File: src/rtl/eh2_lsu_ecc_wb_ctl.sv
// DCCM single-ECC writeback controller: queues corrected lo/hi bank data and
// writes it back through the shared DCCM write port, yielding to DMA first.
module eh2_lsu_ecc_wb_ctl #(
  parameter int DCCM_BITS       = 16,
  parameter int DCCM_DATA_WIDTH = 32
) (
  input  logic                       clk,
  input  logic                       rst_l,
  input  logic                       ecc_req_valid,
  input  logic                       ecc_req_lo,
  input  logic                       ecc_req_hi,
  input  logic [DCCM_BITS-1:0]       ecc_req_addr_lo,
  input  logic [DCCM_BITS-1:0]       ecc_req_addr_hi,
  input  logic [DCCM_DATA_WIDTH-1:0] ecc_req_data_lo,
  input  logic [DCCM_DATA_WIDTH-1:0] ecc_req_data_hi,
  output logic                       ecc_req_ready,
  input  logic                       dma_wen,
  input  logic                       stbuf_req,
  output logic                       stbuf_grant,
  output logic                       dccm_fix_wen,
  output logic [DCCM_BITS-1:0]       dccm_fix_addr,
  output logic [DCCM_DATA_WIDTH-1:0] dccm_fix_data,
  output logic                       ecc_busy,
  output logic [15:0]                ecc_fix_count
);

  typedef enum logic [1:0] {
    IDLE  = 2'd0,
    WR_LO = 2'd1,
    WR_HI = 2'd2
  } state_t;

  typedef struct packed {
    logic                       lo;
    logic                       hi;
    logic [DCCM_BITS-1:0]       addr_lo;
    logic [DCCM_BITS-1:0]       addr_hi;
    logic [DCCM_DATA_WIDTH-1:0] data_lo;
    logic [DCCM_DATA_WIDTH-1:0] data_hi;
  } entry_t;

  entry_t                     fifo_q [2];
  entry_t                     head;
  logic                       wr_ptr;
  logic                       rd_ptr;
  logic [1:0]                 occ_q;
  logic                       full;
  logic                       empty;
  logic                       push;
  logic                       pop;
  state_t                     state_q;
  state_t                     state_d;
  logic                       fix_go;
  logic [DCCM_BITS-1:0]       fix_addr_c;
  logic [DCCM_DATA_WIDTH-1:0] fix_data_c;

  assign full          = (occ_q == 2'd2);
  assign empty         = (occ_q == 2'd0);
  assign ecc_req_ready = ~full;
  // Requests with neither bank flagged carry nothing to repair, so they are dropped.
  assign push          = ecc_req_valid & ~full & (ecc_req_lo | ecc_req_hi);
  assign head          = fifo_q[rd_ptr];

  always_ff @(posedge clk) begin
    if (push) begin
      fifo_q[wr_ptr] <= '{lo:      ecc_req_lo,
                          hi:      ecc_req_hi,
                          addr_lo: ecc_req_addr_lo,
                          addr_hi: ecc_req_addr_hi,
                          data_lo: ecc_req_data_lo,
                          data_hi: ecc_req_data_hi};
    end
  end

  always_ff @(posedge clk) begin
    if (!rst_l) begin
      wr_ptr  <= 1'b0;
      rd_ptr  <= 1'b0;
      occ_q   <= 2'd0;
      state_q <= IDLE;
    end else begin
      if (push) wr_ptr <= ~wr_ptr;
      if (pop)  rd_ptr <= ~rd_ptr;
      occ_q   <= occ_q + 2'(push) - 2'(pop);
      state_q <= state_d;
    end
  end

  always_comb begin
    state_d    = state_q;
    fix_go     = 1'b0;
    fix_addr_c = '0;
    fix_data_c = '0;
    pop        = 1'b0;
    unique case (state_q)
      IDLE: begin
        if (!empty) state_d = head.lo ? WR_LO : WR_HI;
      end
      WR_LO: begin
        if (!dma_wen) begin
          fix_go     = 1'b1;
          fix_addr_c = head.addr_lo;
          fix_data_c = head.data_lo;
          if (head.hi) begin
            state_d = WR_HI;
          end else begin
            pop     = 1'b1;
            state_d = IDLE;
          end
        end
      end
      WR_HI: begin
        if (!dma_wen) begin
          fix_go     = 1'b1;
          fix_addr_c = head.addr_hi;
          fix_data_c = head.data_hi;
          pop        = 1'b1;
          state_d    = IDLE;
        end
      end
      default: state_d = IDLE;
    endcase
  end

  // Writes are suppressed while reset is held so a pending correction cannot land mid-reset.
  assign dccm_fix_wen  = rst_l & fix_go;
  assign dccm_fix_addr = dccm_fix_wen ? fix_addr_c : '0;
  assign dccm_fix_data = dccm_fix_wen ? fix_data_c : '0;
  assign stbuf_grant   = stbuf_req & ~dma_wen & ~dccm_fix_wen;
  assign ecc_busy      = rst_l & (~empty | (state_q != IDLE));

  always_ff @(posedge clk) begin
    if (!rst_l) begin
      ecc_fix_count <= 16'd0;
    end else if (dccm_fix_wen && (ecc_fix_count != 16'hFFFF)) begin
      ecc_fix_count <= ecc_fix_count + 16'd1;
    end
  end

endmodule
File: config.mk
export PLATFORM = sky130hd
export DESIGN_NAME = eh2_lsu_ecc_wb_ctl
export DESIGN_NICKNAME = d
export VERILOG_FILES = /design/src/rtl/eh2_lsu_ecc_wb_ctl.sv
export SDC_FILE = /design/constraint.sdc
export NUM_CORES = 1
export LEC_CHECK = 0
export BUFFER_PORTS_ARGS = -buffer_cell sky130_fd_sc_hd__buf_2
export CAP_MARGIN = 20
export CORE_ASPECT_RATIO = 1.75
export CORE_MARGIN = 1
export CORE_UTILIZATION = 50
export DETAILED_ROUTE_END_ITERATION = 10
export PLACE_DENSITY_LB_ADDON = 0.2
export SYNTH_ARGS = -nofsm -noshare
export SYNTH_HDL_FRONTEND = slang
export SYNTH_SLANG_ARGS = --single-unit
File: constraint.sdc
create_clock -name clk -period 6.2 [get_ports clk]
set_input_delay 0.93 -clock clk [delete_from_list [all_inputs] [get_ports clk]]
set_output_delay 0.93 -clock clk [all_outputs]
set_load 0.05 [all_outputs]
==> metrics.cfg <==
[outcome]
status=completed

[floorplan]
die-height_um=177.9
fp-row-count=64
design.die.area_um2=18240
pin_count=171
chipWidth_um=102.5
area_of_the_placeable_core_um2=17380
starting_density_of_the_core_pct=50.89

[worst_setup_path]
critPathRequiredTime_ns=5.27
cp_max_fo=57
worstPathCellList=buf_4 > mux2_2 > a21oi_1 > nor2_1 > buf_2
crit_buf_inv=2
cp.arrival_ns=2.98
worst_setup_path_start_kind=flip-flop
critical-path-top-delay-family=flip-flops
worstSetupEndpointType=output port
criticalPathCategory=flip-flop to output port
cp_slowest_cell=dfxtp_4
critical-path-max-stage-delay_ns=0.93

[synthesis]
post_synthesis_cell_area_um2=8843
most_frequent_cell_after_synthesis=edfxtp_1
ys.warnings.count=0
synth_adder_area_share_pct=0.8489
netlist-cell-type-count=43
synth_top_cell_area_share_pct=66.55
postSynthNetCount=711
post_synth_mux_area_share_pct=12.34
synth-simple-area-share_pct=7.683
synth_xor_area_share_pct=0.3962
synthTopCellsByArea=edfxtp_1, mux2i_1, mux2_2
synth-async-reset-ratio_pct=0
synth_ff_type=edfxtp_1
synthesized_flop_and_latch_total=219
synth.top_cells.by_count=edfxtp_1, nor2_1, a21oi_1, mux2i_1, mux2_2
synth_top_family_by_area=multiplexers
syn-instance-count=602
avgSynthCellArea_um2=14.69
post_synthesis_sequential_area_ratio_pct=71.76
synth_area_leader=edfxtp_1
number_of_enable_type_register_cells_in_the_synthesized_netlist=196
synth_compound_gate_area_share_pct=5.235

[placed_design]
pre_cts_ws_ns=2.722
io_buffers=170
hpwl_um=11320
globalplace.congestion=0.7830

[grt]
grt.total_usage_pct=19.66
grt_pass1_vias=5590
antenna_found_initial=3
grt_pass1_wl_um=27090
grt_start_max_net_pins=66
gr-total-overflow=0

[hold_path]
min_from=state_q[0]
hold_class=flip-flop to flip-flop

[sta]
finalClockSkew_ns=0.01066
maxSlewViolCount=0
slew_headroom_pct=29.88
final_hold_viol_count=0
grt_setup_unrepaired=false
fin_setup_tns_ns=0
finalSetupViolCount=0
fmax_mhz=255.6
final_critical_path_setup_slack_ns=2.287
crit_share_post_route_pct=63.11
period_needed_ns=3.913
worst_tran_pin_value_ns=1.049

[final_layout]
layout.core_utilization_pct=61.20
finalNetCount=878
filler_cell_count=1414
post_route_cells_drive_above_1_share_pct=33.38
seqCellArea_um2=6350
combined_area_of_the_multi_input_logic_cells_um2=2361
area_delta_synth_final_pct=20.25

[route]
first_pass_iters=4
avgViaCountPerCell=5.297
antenna_left=0
vias=5376
drt-total-wl_um=17800
routed_wire_length_per_instance_um=17.53
drt-initial-drc-count=216
post-route-drc-count=0

[clock_network]
cts_setup_buffers=0
clock-sinks=219
cts-root-to-sink-buffers=3
postCtsResizedCells=0
cts-hold-fix-buffers=0
cts_max_level=1
cts-buffers-inserted=20
path_clk_slew_ns=0.06
tritoncts=yes
cts-root-buf=clkbuf_16
insertion_delay_ns=0.49

[power]
peak_ir_drop_on_the_vdd_network_v=0.0002752
power_per_cell_area_nw_per_um2=356.5
leakage_nw=3.820

[flow_run]
max-cap-violations=0

stage by stage:
step	area [µm²]	cells	power, W	hold WS [ns]
6_report	10630	1015	0.003791	0.5016
3_3_place_gp	9931	977	0.002542	0.4738
4_1_cts	10610	1012	0.003825	0.4986
3_5_place_dp	9931	977	0.002568	0.4902
5_1_grt	10630	1014	0.003952	0.5349
2_1_floorplan	8843	602	0.002379	0.4668
final cells by class:
type / instances / share of cell area [%]
multi-input cells: 343 / 22.20
repair buffers: 175 / 8.589
clock inverters: 8 / 0.8472
inverters: 10 / 0.3530
flip-flops and latches: 219 / 59.71
well taps: 231 / 2.718
clock buffers: 27 / 5.530
diodes: 2 / 0.04706
per-layer routing:
| metal | track usage, % | vias to the layer above | wire length, µm |
|---|---|---|---|
| li1 | - | 2592 | - |
| met3 | 3.387 | 34 | 841 |
| met4 | 7.440 | 2 | 354 |
| met1 | 21.61 | 2610 | 6648 |
| met5 | 0 | - | 17 |
| met2 | 36.67 | 138 | 9933 |
layout by cell type, fill, tap and decap left out, types with 3 or more instances in the layout:
| cell type | Yosys | final |
|---|---|---|
| a21oi_1 | 56 | 56 |
| buf_2 | 3 | 170 |
| buf_4 | 0 | 3 |
| clkbuf_16 | 0 | 21 |
| clkbuf_8 | 0 | 4 |
| clkinv_1 | 0 | 3 |
| dfxtp_1 | 23 | 22 |
| edfxtp_1 | 196 | 196 |
| ha_1 | 6 | 5 |
| inv_1 | 10 | 9 |
| mux2_2 | 48 | 48 |
| mux2i_1 | 55 | 55 |
| nand2_1 | 10 | 10 |
| nand2b_1 | 4 | 4 |
| nand3_1 | 5 | 5 |
| nand4_1 | 4 | 4 |
| nor2_1 | 105 | 103 |
| nor3_1 | 4 | 4 |
| o211ai_1 | 4 | 4 |
| o31ai_1 | 4 | 4 |
| or4_1 | 4 | 4 |
tightest hold or removal path: stages, from the launching register on:
cell,delay (ns)
dfxtp_1,0.32
o21ai_0,0.07
a21oi_1,0.06
cells by family after synthesis:
group           count (synthesis)
flops                         219
simple gates                  151
mux                           103
compound gates                 79
buf+inv                        40
fa+ha+maj                       6
xor+xnor                        4
power breakdown:
group	leakage (nW)	switching, W	internal, W
Clock	0.335	0.000508	0.000747
Combinational	1.48	0.000454	0.000242
Sequential	2.00	0.0000631	0.00178
Total	3.82	0.00103	0.00277
registers in the layout (all words and copies together), names as in the netlist, named ones only:
signal	cells
fifo_q	196
occ_q	2
rd_ptr	1
state_q	2
wr_ptr	1
ecc_fix_count	16
worst paths after layout:
check	slack [ns]	to	depth (start not counted)
min reg2reg	0.50	state_q[0]	2
max	2.29	dccm_fix_data[15]	5
max reg2reg	3.03	occ_q[1]	10
min	0.50	state_q[0]	2
Power figures use the tool's default switching activity.
